File: src/rtl/dma_pkg.sv
// Shared DMA package: requester-count default and the DRAM arbiter FSM state type.
// Imported by dram_arbiter and the DMA controller.
package dma_pkg;

    localparam int unsigned DEFAULT_NUM_REQ = 4;

    typedef enum logic [1:0] {
        StIdle = 2'd0,
        StBusy = 2'd1,
        StDone = 2'd2
    } arbStateE;

endpackage

File: src/rtl/rr_picker.sv
// Combinational round-robin picker.
//   reqVec      : per-requester request bits
//   lastGrant   : index of the most recently completed grant (lowest priority)
//   grantOneHot : one-hot winner, all zero when nothing requests
//   grantIdx    : index of the winner, 0 when nothing requests
module rr_picker #(
    parameter int unsigned NUM_REQ = 4,
    parameter int unsigned IDX_W   = $clog2(NUM_REQ)
) (
    input  logic [NUM_REQ-1:0] reqVec,
    input  logic [IDX_W-1:0]   lastGrant,
    output logic [NUM_REQ-1:0] grantOneHot,
    output logic [IDX_W-1:0]   grantIdx
);

    logic        found;
    int unsigned cand;

    // Scan from lastGrant+1 around to lastGrant itself; the first hit wins.
    always_comb begin
        grantOneHot = '0;
        grantIdx    = '0;
        found       = 1'b0;
        cand        = 0;
        for (int unsigned i = 1; i <= NUM_REQ; i++) begin
            cand = (32'(lastGrant) + i) % NUM_REQ;
            if (!found && reqVec[cand[IDX_W-1:0]]) begin
                found                         = 1'b1;
                grantIdx                      = cand[IDX_W-1:0];
                grantOneHot[cand[IDX_W-1:0]] = 1'b1;
            end
        end
    end

endmodule

File: src/rtl/dram_arbiter.sv
// Round-robin arbiter sharing one DRAM port between NUM_REQ DMA requesters.
//   clk, reset             : clock, asynchronous active-low reset
//   reqReadEnable/WriteEnable, reqAddress, reqWriteData : requester side inputs
//   reqValid, reqReadData  : one-hot completion pulse and shared read-return data
//   dramAddress, dramWriteData, dramReadEnable, dramWriteEnable : registered DRAM request
//   dramReadData, dramValid : DRAM completion
//   grantId                : index of current/last grant
module dram_arbiter
    import dma_pkg::*;
#(
    parameter int unsigned NUM_REQ = DEFAULT_NUM_REQ,
    parameter int unsigned ADDR_W  = 32
) (
    input  logic                             clk,
    input  logic                             reset,
    input  logic [NUM_REQ-1:0]               reqReadEnable,
    input  logic [NUM_REQ-1:0]               reqWriteEnable,
    input  logic [NUM_REQ-1:0][ADDR_W-1:0]   reqAddress,
    input  logic [NUM_REQ-1:0][ADDR_W-1:0]   reqWriteData,
    output logic [NUM_REQ-1:0]               reqValid,
    output logic [ADDR_W-1:0]                reqReadData,
    output logic [ADDR_W-1:0]                dramAddress,
    output logic [ADDR_W-1:0]                dramWriteData,
    output logic                             dramReadEnable,
    output logic                             dramWriteEnable,
    input  logic [ADDR_W-1:0]                dramReadData,
    input  logic                             dramValid,
    output logic [$clog2(NUM_REQ)-1:0]       grantId
);

    localparam int unsigned IDX_W = $clog2(NUM_REQ);

    arbStateE             stateQ, stateD;
    logic [IDX_W-1:0]     lastGrantQ, lastGrantD;
    logic [IDX_W-1:0]     grantIdQ, grantIdD;
    logic [ADDR_W-1:0]    dramAddressQ, dramAddressD;
    logic [ADDR_W-1:0]    dramWriteDataQ, dramWriteDataD;
    logic                 readEnQ, readEnD;
    logic                 writeEnQ, writeEnD;
    logic [ADDR_W-1:0]    readDataQ, readDataD;
    logic [NUM_REQ-1:0]   reqValidQ, reqValidD;

    logic [NUM_REQ-1:0]   pickOneHot;
    logic [IDX_W-1:0]     pickIdx;
    logic                 writeSel;
    logic                 readSel;

    rr_picker #(
        .NUM_REQ (NUM_REQ),
        .IDX_W   (IDX_W)
    ) uPicker (
        .reqVec      (reqReadEnable | reqWriteEnable),
        .lastGrant   (lastGrantQ),
        .grantOneHot (pickOneHot),
        .grantIdx    (pickIdx)
    );

    // Write wins when a requester raises both enables.
    assign writeSel = |(pickOneHot & reqWriteEnable);
    assign readSel  = (|(pickOneHot & reqReadEnable)) & ~writeSel;

    always_comb begin
        stateD         = stateQ;
        lastGrantD     = lastGrantQ;
        grantIdD       = grantIdQ;
        dramAddressD   = dramAddressQ;
        dramWriteDataD = dramWriteDataQ;
        readEnD        = readEnQ;
        writeEnD       = writeEnQ;
        readDataD      = readDataQ;
        reqValidD      = '0;
        unique case (stateQ)
            StIdle: begin
                readEnD  = 1'b0;
                writeEnD = 1'b0;
                if (|pickOneHot) begin
                    grantIdD       = pickIdx;
                    dramAddressD   = reqAddress[pickIdx];
                    dramWriteDataD = reqWriteData[pickIdx];
                    readEnD        = readSel;
                    writeEnD       = writeSel;
                    stateD         = StBusy;
                end
            end
            StBusy: begin
                // Requester inputs are not looked at here; the request is frozen.
                if (dramValid) begin
                    readDataD           = dramReadData;
                    readEnD             = 1'b0;
                    writeEnD            = 1'b0;
                    reqValidD[grantIdQ] = 1'b1;
                    lastGrantD          = grantIdQ;
                    stateD              = StDone;
                end
            end
            StDone: begin
                stateD = StIdle;
            end
            default: begin
                stateD = StIdle;
            end
        endcase
    end

    always_ff @(posedge clk or negedge reset) begin
        if (!reset) begin
            stateQ         <= StIdle;
            lastGrantQ     <= IDX_W'(NUM_REQ - 1);
            grantIdQ       <= '0;
            dramAddressQ   <= '0;
            dramWriteDataQ <= '0;
            readEnQ        <= 1'b0;
            writeEnQ       <= 1'b0;
            readDataQ      <= '0;
            reqValidQ      <= '0;
        end else begin
            stateQ         <= stateD;
            lastGrantQ     <= lastGrantD;
            grantIdQ       <= grantIdD;
            dramAddressQ   <= dramAddressD;
            dramWriteDataQ <= dramWriteDataD;
            readEnQ        <= readEnD;
            writeEnQ       <= writeEnD;
            readDataQ      <= readDataD;
            reqValidQ      <= reqValidD;
        end
    end

    assign reqValid        = reqValidQ;
    assign reqReadData     = readDataQ;
    assign dramAddress     = dramAddressQ;
    assign dramWriteData   = dramWriteDataQ;
    assign dramReadEnable  = readEnQ;
    assign dramWriteEnable = writeEnQ;
    assign grantId         = grantIdQ;

endmodule

File: config.mk
export PLATFORM = sky130hd
export DESIGN_NAME = dram_arbiter
export DESIGN_NICKNAME = d
export VERILOG_FILES = /design/src/rtl/dma_pkg.sv /design/src/rtl/rr_picker.sv /design/src/rtl/dram_arbiter.sv
export SDC_FILE = /design/constraint.sdc
export NUM_CORES = 1
export LEC_CHECK = 0
export CORE_AREA = 2 2 156 158
export CTS_BUF_LIST = sky130_fd_sc_hd__clkbuf_4 sky130_fd_sc_hd__clkbuf_8 sky130_fd_sc_hd__clkbuf_16
export DETAILED_ROUTE_END_ITERATION = 8
export DIE_AREA = 0 0 158 160
export PLACE_DENSITY = 0.72
export SYNTH_ARGS = -nofsm -noshare
export SYNTH_HDL_FRONTEND = slang
export SYNTH_SLANG_ARGS = --single-unit
File: constraint.sdc
create_clock -name clk -period 3.1 [get_ports clk]
set_input_delay 0.775 -clock clk [delete_from_list [all_inputs] [get_ports clk]]
set_output_delay 0.775 -clock clk [all_outputs]
set_load 0.02 [all_outputs]
-- Word level (Yosys, flattened, before mapping)
Index checks and enable logic that the tools add are counted.
- output and inout bits: 104
- input bits: 299
- register bits after elaboration: 108
- logic and storage cells: 98
- bitwise gates (word level): 8
- $lt $le $gt $ge: 11
- $add $sub $neg: 4
- reduce and logical (&&, ||, !) cells: 20
- multiplexer cells: 43
- equal/unequal tests: 3
- operator list (operator ; count):
    $bmux W32 S2 ; 2
    $mux W32 ; 2
    $mux W4 ; 6
    $lt A2 B3 Y1 const B ; 6
    $or A4 B4 Y4 ; 4
    $mux W1 ; 15
    $mux W2 ; 6
    $reduce_or A4 Y1 ; 3
    $demux W1 S2 ; 5
    $ge A2 B1 Y1 const B ; 5
    $and A4 B4 Y4 ; 2
    $bmux W1 S2 ; 4
    $logic_and A1 B1 Y1 ; 8
    $reduce_and A2 Y1 ; 4
    $add A2 B1 Y2 const B ; 2
    $add A2 B2 Y2 const B ; 2
    $ne A2 B2 Y1 const B ; 2
    $pmux W1 S2 ; 2
    $pmux W2 S2 ; 1
    $logic_not A1 Y1 ; 3
    $eq A2 B1 Y1 const B ; 1
    $logic_not A2 Y1 ; 1
    $reduce_bool A2 Y1 ; 1
    $and A1 B1 Y1 ; 1
    $not A1 Y1 ; 1

-- Logic depth before layout (Yosys ltp)
Gate-level depths: netlist of the first run.
- word-level depth: 19
- depth in mapped cells: 11
- depth with buffers taken out: 8

-- By module
Synthesis of the first run repeated with hierarchy kept, for this count alone.
- cells, all modules: 450
- area, all modules: 6119.6 um2
- modules (own cells, without submodules) (module ; area each (um2) ; cells an instance ; sequential area each (um2) ; times used):
    dram_arbiter ; 5629.1 ; 391 ; 2705.1 ; 1
    rr_picker ; 490.5 ; 59 ; 0.0 ; 1

-- Least setup slack after synthesis of the first run
OpenSTA, ideal clock, no wires.
- path type: reg-to-reg
- start point: register lastGrantQ[0]
- end point: register dramAddressQ[25], in the netlist dramAddress[25]
- period minus slack after synthesis: 2.914 ns
- required time: 2.975 ns
- path slack: 0.186 ns
- arrival time: 2.788 ns
- path buffers: 3
- stages on the path, launching flop included: 11
- setup time: 0.125 ns
- cells stage by stage: dfstp_2 -> buf_4 -> inv_4 -> ha_1 -> mux4_2 -> a31oi_1 -> nor3_2 -> a211oi_4 -> buf_6 -> buf_6 -> mux2_4
- longest elaborated chain between the ends: 15
- elaborated cells on any way between the ends: 56
- classes of those cells: add/sub: 4; order compare: 8; mux: 29; bitwise: 3; reduce/logical: 12
- ends and longest elaborated chain (what ; line ; source):
    from (decl) ; dram_arbiter.sv:34 ; logic [IDX_W-1:0] lastGrantQ, lastGrantD;
    from (signal assigned) ; dram_arbiter.sv:108 ; lastGrantQ <= IDX_W'(NUM_REQ - 1);
    from (signal assigned) ; dram_arbiter.sv:118 ; lastGrantQ <= lastGrantD;
    branches (longest 15 deep; another with $lt A2 B3 Y1) ; n/a ;
    to (signal assigned) ; dram_arbiter.sv:120 ; dramAddressQ <= dramAddressD;
    to (decl) ; dram_arbiter.sv:36 ; logic [ADDR_W-1:0] dramAddressQ, dramAddressD;
Parallel ways; which one is timed is not known. The select of a mux whose other input is x is not followed.
A chain may end at the register's enable or synchronous reset.

-- Final worst setup path of the first run
- start point: register lastGrantQ[0]
- end point: register dramAddressQ[15], in the netlist dramAddress[15]
The elaborated chain is that of the path after synthesis.

==> results of run 1 <==
## power by group through the flow
stage	Sequential, W	Clock [W]	Combinational (W)
floorplan	0.00335	0	0.00472
global placement	0.00255	0	0.00896
detailed placement	0.00257	0	0.00905
CTS	0.00256	0.00124	0.00906
global route	0.00264	0.00129	0.0101
finish	0.00255	0.00118	0.00951
## logic make-up (layout without fill, tap and decap cells)
family                     after synthesis  in the layout  share of synthesized area [%]
adders and majority gates                8              8                           1.52
DFF                                    108            108                           41.1
muxes                                  263            264                           42.4
AOI/OAI and AO/OA                       28             28                           3.30
and+or+nand+nor                        140            140                           8.68
other                                    0              2                              0
buffers and inverters                   41            492                           3.08
## timing repair
action	in CTS	in global routing
setup endpoints to repair	0	65
gates resized for setup	0	33
buffers inserted	0	8
## per-layer routing
metal  routed length (um)  share of wire (%)  global-route usage, %
met1                 9530                 39                   20.2
met2                12400                 50                   32.8
met3                 2260                9.2                   5.64
met4                  428                1.7                   4.63
met5                    0                  0                      0
## critical path, stage by stage (launching register included)
cell and delay, ns:
dfstp_2 0.58, inv_4 0.04, ha_1 0.35, mux4_2 0.46, a31oi_4 0.27, nor3_4 0.07
a211oi_4 0.32, buf_6 0.18, buf_12 0.10, buf_16 0.15, mux2_2 0.35
## sequential cells by signal (all words and copies together), names as in the netlist
register         cells
dramWriteEnable      1
dramWriteData       32
stateQ               2
dramReadEnable       1
reqReadData         32
grantId              2
dramAddress         32
lastGrantQ           2
reqValid             4
## area by class of cell
type	count	area, um2
fill	2187	11800
sequential	108	2710
clock inverter	7	78.8
clock buffer	9	225
timing repair buffer	471	4780
tap	324	405
antenna	2	5.00
multi-input combinational	440	3810
inverter	5	21.3
## placed cells by master, fill, tap and decap left out, types with 5 or more instances in the layout
| cell | netlist | routed |
|---|---|---|
| clkdlybuf4s50_1 | 0 | 393 |
| mux2i_1 | 193 | 193 |
| nand2_1 | 108 | 106 |
| dfrtp_1 | 106 | 106 |
| mux2_2 | 59 | 59 |
| buf_4 | 5 | 52 |
| buf_12 | 0 | 13 |
| clkbuf_16 | 0 | 11 |
| a22oi_1 | 9 | 8 |
| ha_1 | 8 | 8 |
| dlymetal6s2s_1 | 0 | 8 |
| nor3_1 | 7 | 7 |
| mux2_4 | 7 | 7 |
| nand3_1 | 7 | 5 |
| nor2_1 | 9 | 5 |
## path summary, 6_finish.rpt
path / to / cells past startpoint / startpoint / slack (ns)
max: dramAddress[15]$_DFFE_PN0P_ / 10 / lastGrantQ[0]$_DFFE_PN1P_ / 0.09
min: dramAddress[13]$_DFFE_PN0P_ / 1 / reset / 0.33
max reg2reg: dramAddress[15]$_DFFE_PN0P_ / 10 / lastGrantQ[0]$_DFFE_PN1P_ / 0.09
min reg2reg: reqReadData[8]$_DFFE_PN0P_ / 2 / reqReadData[8]$_DFFE_PN0P_ / 0.48
max in group asynchronous: lastGrantQ[0]$_DFFE_PN1P_ / 2 / reset / 2.15
min in group clk: reqReadData[8]$_DFFE_PN0P_ / 2 / reqReadData[8]$_DFFE_PN0P_ / 0.48
## through the flow
| step | hold WS [ns] | setup WS, ns | power (W) | area, um2 | utilization [%] |
|---|---|---|---|---|---|
| 3_5_place_dp | 0.461 | -0.388 | 0.0116 | 11400 | 48.0 |
| 6_report | 0.328 | 0.0869 | 0.0132 | 12000 | 50.5 |
| 3_3_place_gp | 0.457 | -0.288 | 0.0115 | 11400 | 48.0 |
| 2_1_floorplan | 0.479 | 0.186 | 0.00807 | 6590 | - |
| 4_1_cts | 0.329 | 0.00554 | 0.0129 | 11700 | 49.3 |
| 5_1_grt | 0.342 | 0.00512 | 0.0141 | 12000 | 50.5 |
==> flow_summary.json, run 1 <==
{
  "post_drt_via_cell_ratio": 4.64,
  "die_w_um": 158,
  "peakVddDrop_mv": 0.481,
  "drt-initial-drc-count": 251,
  "crit_fanout": 15,
  "ys_async_sr_fraction_pct": 100,
  "p_leak_nw": 5.50,
  "clockBufferDepth": 2,
  "finalCritPeriodShare_pct": 97.2,
  "grt_usage_pct": 18.0,
  "timing.final.max_slew_violations": 0,
  "pwr-share-comb_pct": 71.8,
  "pin_count": 403,
  "area_delta_synth_final_pct": 82.7,
  "rows": 57,
  "powerDensity_nw_per_um2": 1100,
  "synth_area_leaders": "dfrtp_1 40%, mux2i_1 29%, mux2_2 10%",
  "wl_per_cell_um": 18.0,
  "cp.required_ns": 3.33,
  "hold_violations": 0,
  "yosysSeqAreaShare_pct": 41.1,
  "firstDrtPassIters": 4,
  "final_cells": 1366,
  "drive_above_1_share_pct": 17.2,
  "cts-buffers-inserted": 9,
  "fin_skew_ns": 0.00809,
  "die_h_um": 160,
  "cts.root.buffer_cell": "clkbuf_16",
  "dp_hpwl_mm": 18.9,
  "p_seq_share_pct": 19.3,
  "endpoint_kind": "flip-flop",
  "p_sw_share_pct": 40.4,
  "syn_inst": 588,
  "avgSynthCellArea_um2": 11.2,
  "ys.flop_type": "dfrtp_1",
  "synth-warning-count": 0,
  "drc": 0,
  "synth_edf_count": 0,
  "arrival_ns": 3.24,
  "io_buffers": 402,
  "dr_total_vias": 6333,
  "synth_top_area_cell": "dfrtp_1",
  "critPathLaunchType": "flip-flop",
  "detail-route-antenna-nets": 0,
  "cap_violations": 0,
  "die_area_um2": 25300,
  "drt-total-wl_mm": 24.6,
  "core_um2": 23800,
  "synth_seq_cells": 108,
  "post-synth-top-count-cell": "mux2i_1",
  "p_int_w": 0.00789,
  "worst_slew_pin_slew_ns": 0.380,
  "setup-violations-final": 0,
  "status": "complete, no violations",
  "yosys-top-cells-count": "193 x mux2i_1, 108 x nand2_1, 106 x dfrtp_1",
  "layout_min_cycle_time_ns": 3.01,
  "netlist.area_leader.share_pct": 40.3,
  "rsz0062_at_grt": "false",
  "initial_core_util_pct": 27.7,
  "slew_headroom_pct": 74.6,
  "share_clk_of_total_power_pct": 8.9,
  "first_global_vias": 6466,
  "grt_pass1_wl_mm": 35.0,
  "fmax_mhz": 332,
  "path_clk_slew_ns": 0.08,
  "dp_cells": 1337,
  "syn_nets": 895,
  "ys_types": 35,
  "cts_hold_buf": 0,
  "antenna_found_initial": 2,
  "p_switching_w": 0.00535,
  "path_class": "reg2reg",
  "cts_sinks": 108,
  "fin_nets": 1342,
  "grt_max_degree": 47,
  "clock_latency_ns": 0.35,
  "htreeDepth": 3,
  "cts_tree": "built",
  "min_path_type": "in2async",
  "gp_congestion": 0.820,
  "synth_area_um2": 6590,
  "grt_overflow": 0,
  "fin_tns_setup_ns": 0
}
Note: power is estimated with default switching activity, not from simulation.
==> run 2, diff against run 1 <==
SETUP_SLACK_MARGIN = 0.1   (was unset)
SLEW_MARGIN = 20   (was unset)
==> flow_summary.json, run 2 (synthesized netlist as in run 1, its figures left out) <==
{
  "setup-violations-final": 0,
  "final_cell_mix": "393 x clkdlybuf4s50_1, 193 x mux2i_1, 108 x nand2_1",
  "cts-buffers-inserted": 9,
  "antenna_found_initial": 2,
  "fin_nets": 1343,
  "postPlaceCellArea_um2": 11400,
  "die_w_um": 158,
  "final_common_cell": "clkdlybuf4s50_1",
  "hold_violations": 0,
  "grt_max_degree": 47,
  "path_class": "reg2reg",
  "path_clk_slew_ns": 0.08,
  "hold_slack_ns": 0.325,
  "arrival_ns": 3.14,
  "drt-initial-drc-count": 247,
  "rsz0062_at_grt": "false",
  "firstDrtPassIters": 7,
  "cts_tree": "built",
  "min_path_type": "in2async",
  "grt_pass1_wl_mm": 36.3,
  "cp.required_ns": 3.34,
  "cts_sinks": 108,
  "clockBufferDepth": 2,
  "final_cells": 1367,
  "drt-total-wl_mm": 24.8,
  "first_global_vias": 6593,
  "layout_min_cycle_time_ns": 2.90,
  "area_delta_synth_final_pct": 81.7,
  "initial_core_util_pct": 27.7,
  "post_drt_via_cell_ratio": 4.59,
  "pin_count": 403,
  "slew_headroom_pct": 74.4,
  "core_um2": 23800,
  "grt_usage_pct": 18.8,
  "powerDensity_nw_per_um2": 1110,
  "timing.final.max_slew_violations": 0,
  "finalCritPeriodShare_pct": 93.5,
  "dp_hpwl_mm": 18.9,
  "die_area_um2": 25300,
  "critPathLaunchType": "flip-flop",
  "drc": 0,
  "clock_latency_ns": 0.35,
  "io_buffers": 402,
  "detail-route-antenna-nets": 0,
  "rows": 57,
  "grt_overflow": 0,
  "endpoint_kind": "flip-flop",
  "fmax_mhz": 345,
  "fin_skew_ns": 0.00664,
  "die_h_um": 160,
  "htreeDepth": 3,
  "wl_per_cell_um": 18.2,
  "gp_congestion": 0.820,
  "cts_hold_buf": 0,
  "cts.root.buffer_cell": "clkbuf_16",
  "p_leak_nw": 5.45,
  "design_area_um2": 12000,
  "peakVddDrop_mv": 0.466,
  "status": "complete, no violations",
  "dp_cells": 1337,
  "worst_slew_pin_slew_ns": 0.384,
  "drive_above_1_share_pct": 16.5,
  "cap_violations": 0,
  "dr_total_vias": 6278,
  "crit_fanout": 15,
  "utilization_pct": 50.3
}
[run 2: cell count changes in the layout (fill, tap and decap cells not counted), sizes merged]
cell	change
dlymetal6s2s	-8
dlygate4sd2	+8
mux4	-1
bufbuf	+1
buf	+2
clkbuf	-1
[run 2: critical path: stages, from the launching register on]
cell and delay, ns:
dfstp_2 0.58, inv_4 0.04, ha_1 0.33, mux4_2 0.26, buf_4 0.17, buf_4 0.12
nor2_2 0.03, a31oi_2 0.19, a21oi_2 0.08, a211oi_4 0.26, buf_6 0.18, clkbuf_16 0.20
mux2_2 0.34
[run 2: per-layer routing]
| metal | GRT usage [%] | vias up | routed length (um) |
|---|---|---|---|
| met5 | 0 | - | 0 |
| met4 | 5.16 | 0 | 434 |
| met3 | 5.59 | 20 | 2280 |
| met2 | 34.0 | 297 | 12400 |
| met1 | 21.3 | 2968 | 9680 |
| li1 | - | 2993 | - |
[run 2: layout make-up]
cell class | count | area (um2)
multi-input cells | 439 | 3730
clock inverters | 7 | 78.8
repair buffers | 473 | 4800
fillers | 2198 | 11800
well taps | 324 | 405
diodes | 2 | 5.00
flip-flops and latches | 108 | 2710
clock buffers | 9 | 225
inverters | 5 | 21.3
[run 2: metrics by stage]
stage	power (W)	TNS, ns	worst slack, ns
2_1_floorplan	0.00807	0	0.186
3_3_place_gp	0.0115	-18.33	-0.288
3_5_place_dp	0.0116	-24.74	-0.388
4_1_cts	0.0134	0	0.136
5_1_grt	0.0142	0	0.113
6_report	0.0133	0	0.200
[run 2: what timing repair did]
| item | CTS | global route |
|---|---|---|
| pin swaps | 3 | 0 |
| setup buffers | 7 | 1 |
| gates cloned | 3 | 1 |
| endpoints found under the setup margin | 66 | 27 |
| gates resized for setup | 19 | 2 |
[run 2: final timing paths]
| check | start | to | slack [ns] | cells after the start |
|---|---|---|---|---|
| max | lastGrantQ[0]$_DFFE_PN1P_ | dramWriteData[0]$_DFFE_PN0P_ | 0.20 | 12 |
| min | reset | dramAddress[13]$_DFFE_PN0P_ | 0.32 | 1 |
| max reg2reg | lastGrantQ[0]$_DFFE_PN1P_ | dramWriteData[0]$_DFFE_PN0P_ | 0.20 | 12 |
| min reg2reg | reqReadData[8]$_DFFE_PN0P_ | reqReadData[8]$_DFFE_PN0P_ | 0.48 | 2 |
| max in group asynchronous | reset | lastGrantQ[0]$_DFFE_PN1P_ | 2.15 | 2 |
| min in group clk | reqReadData[8]$_DFFE_PN0P_ | reqReadData[8]$_DFFE_PN0P_ | 0.48 | 2 |
[run 2: report_power, final]
part	internal, W	switching, W
combinational	0.00522	0.00436
clock	0.000576	0.000608
sequential	0.00216	0.000393
total	0.00795	0.00536
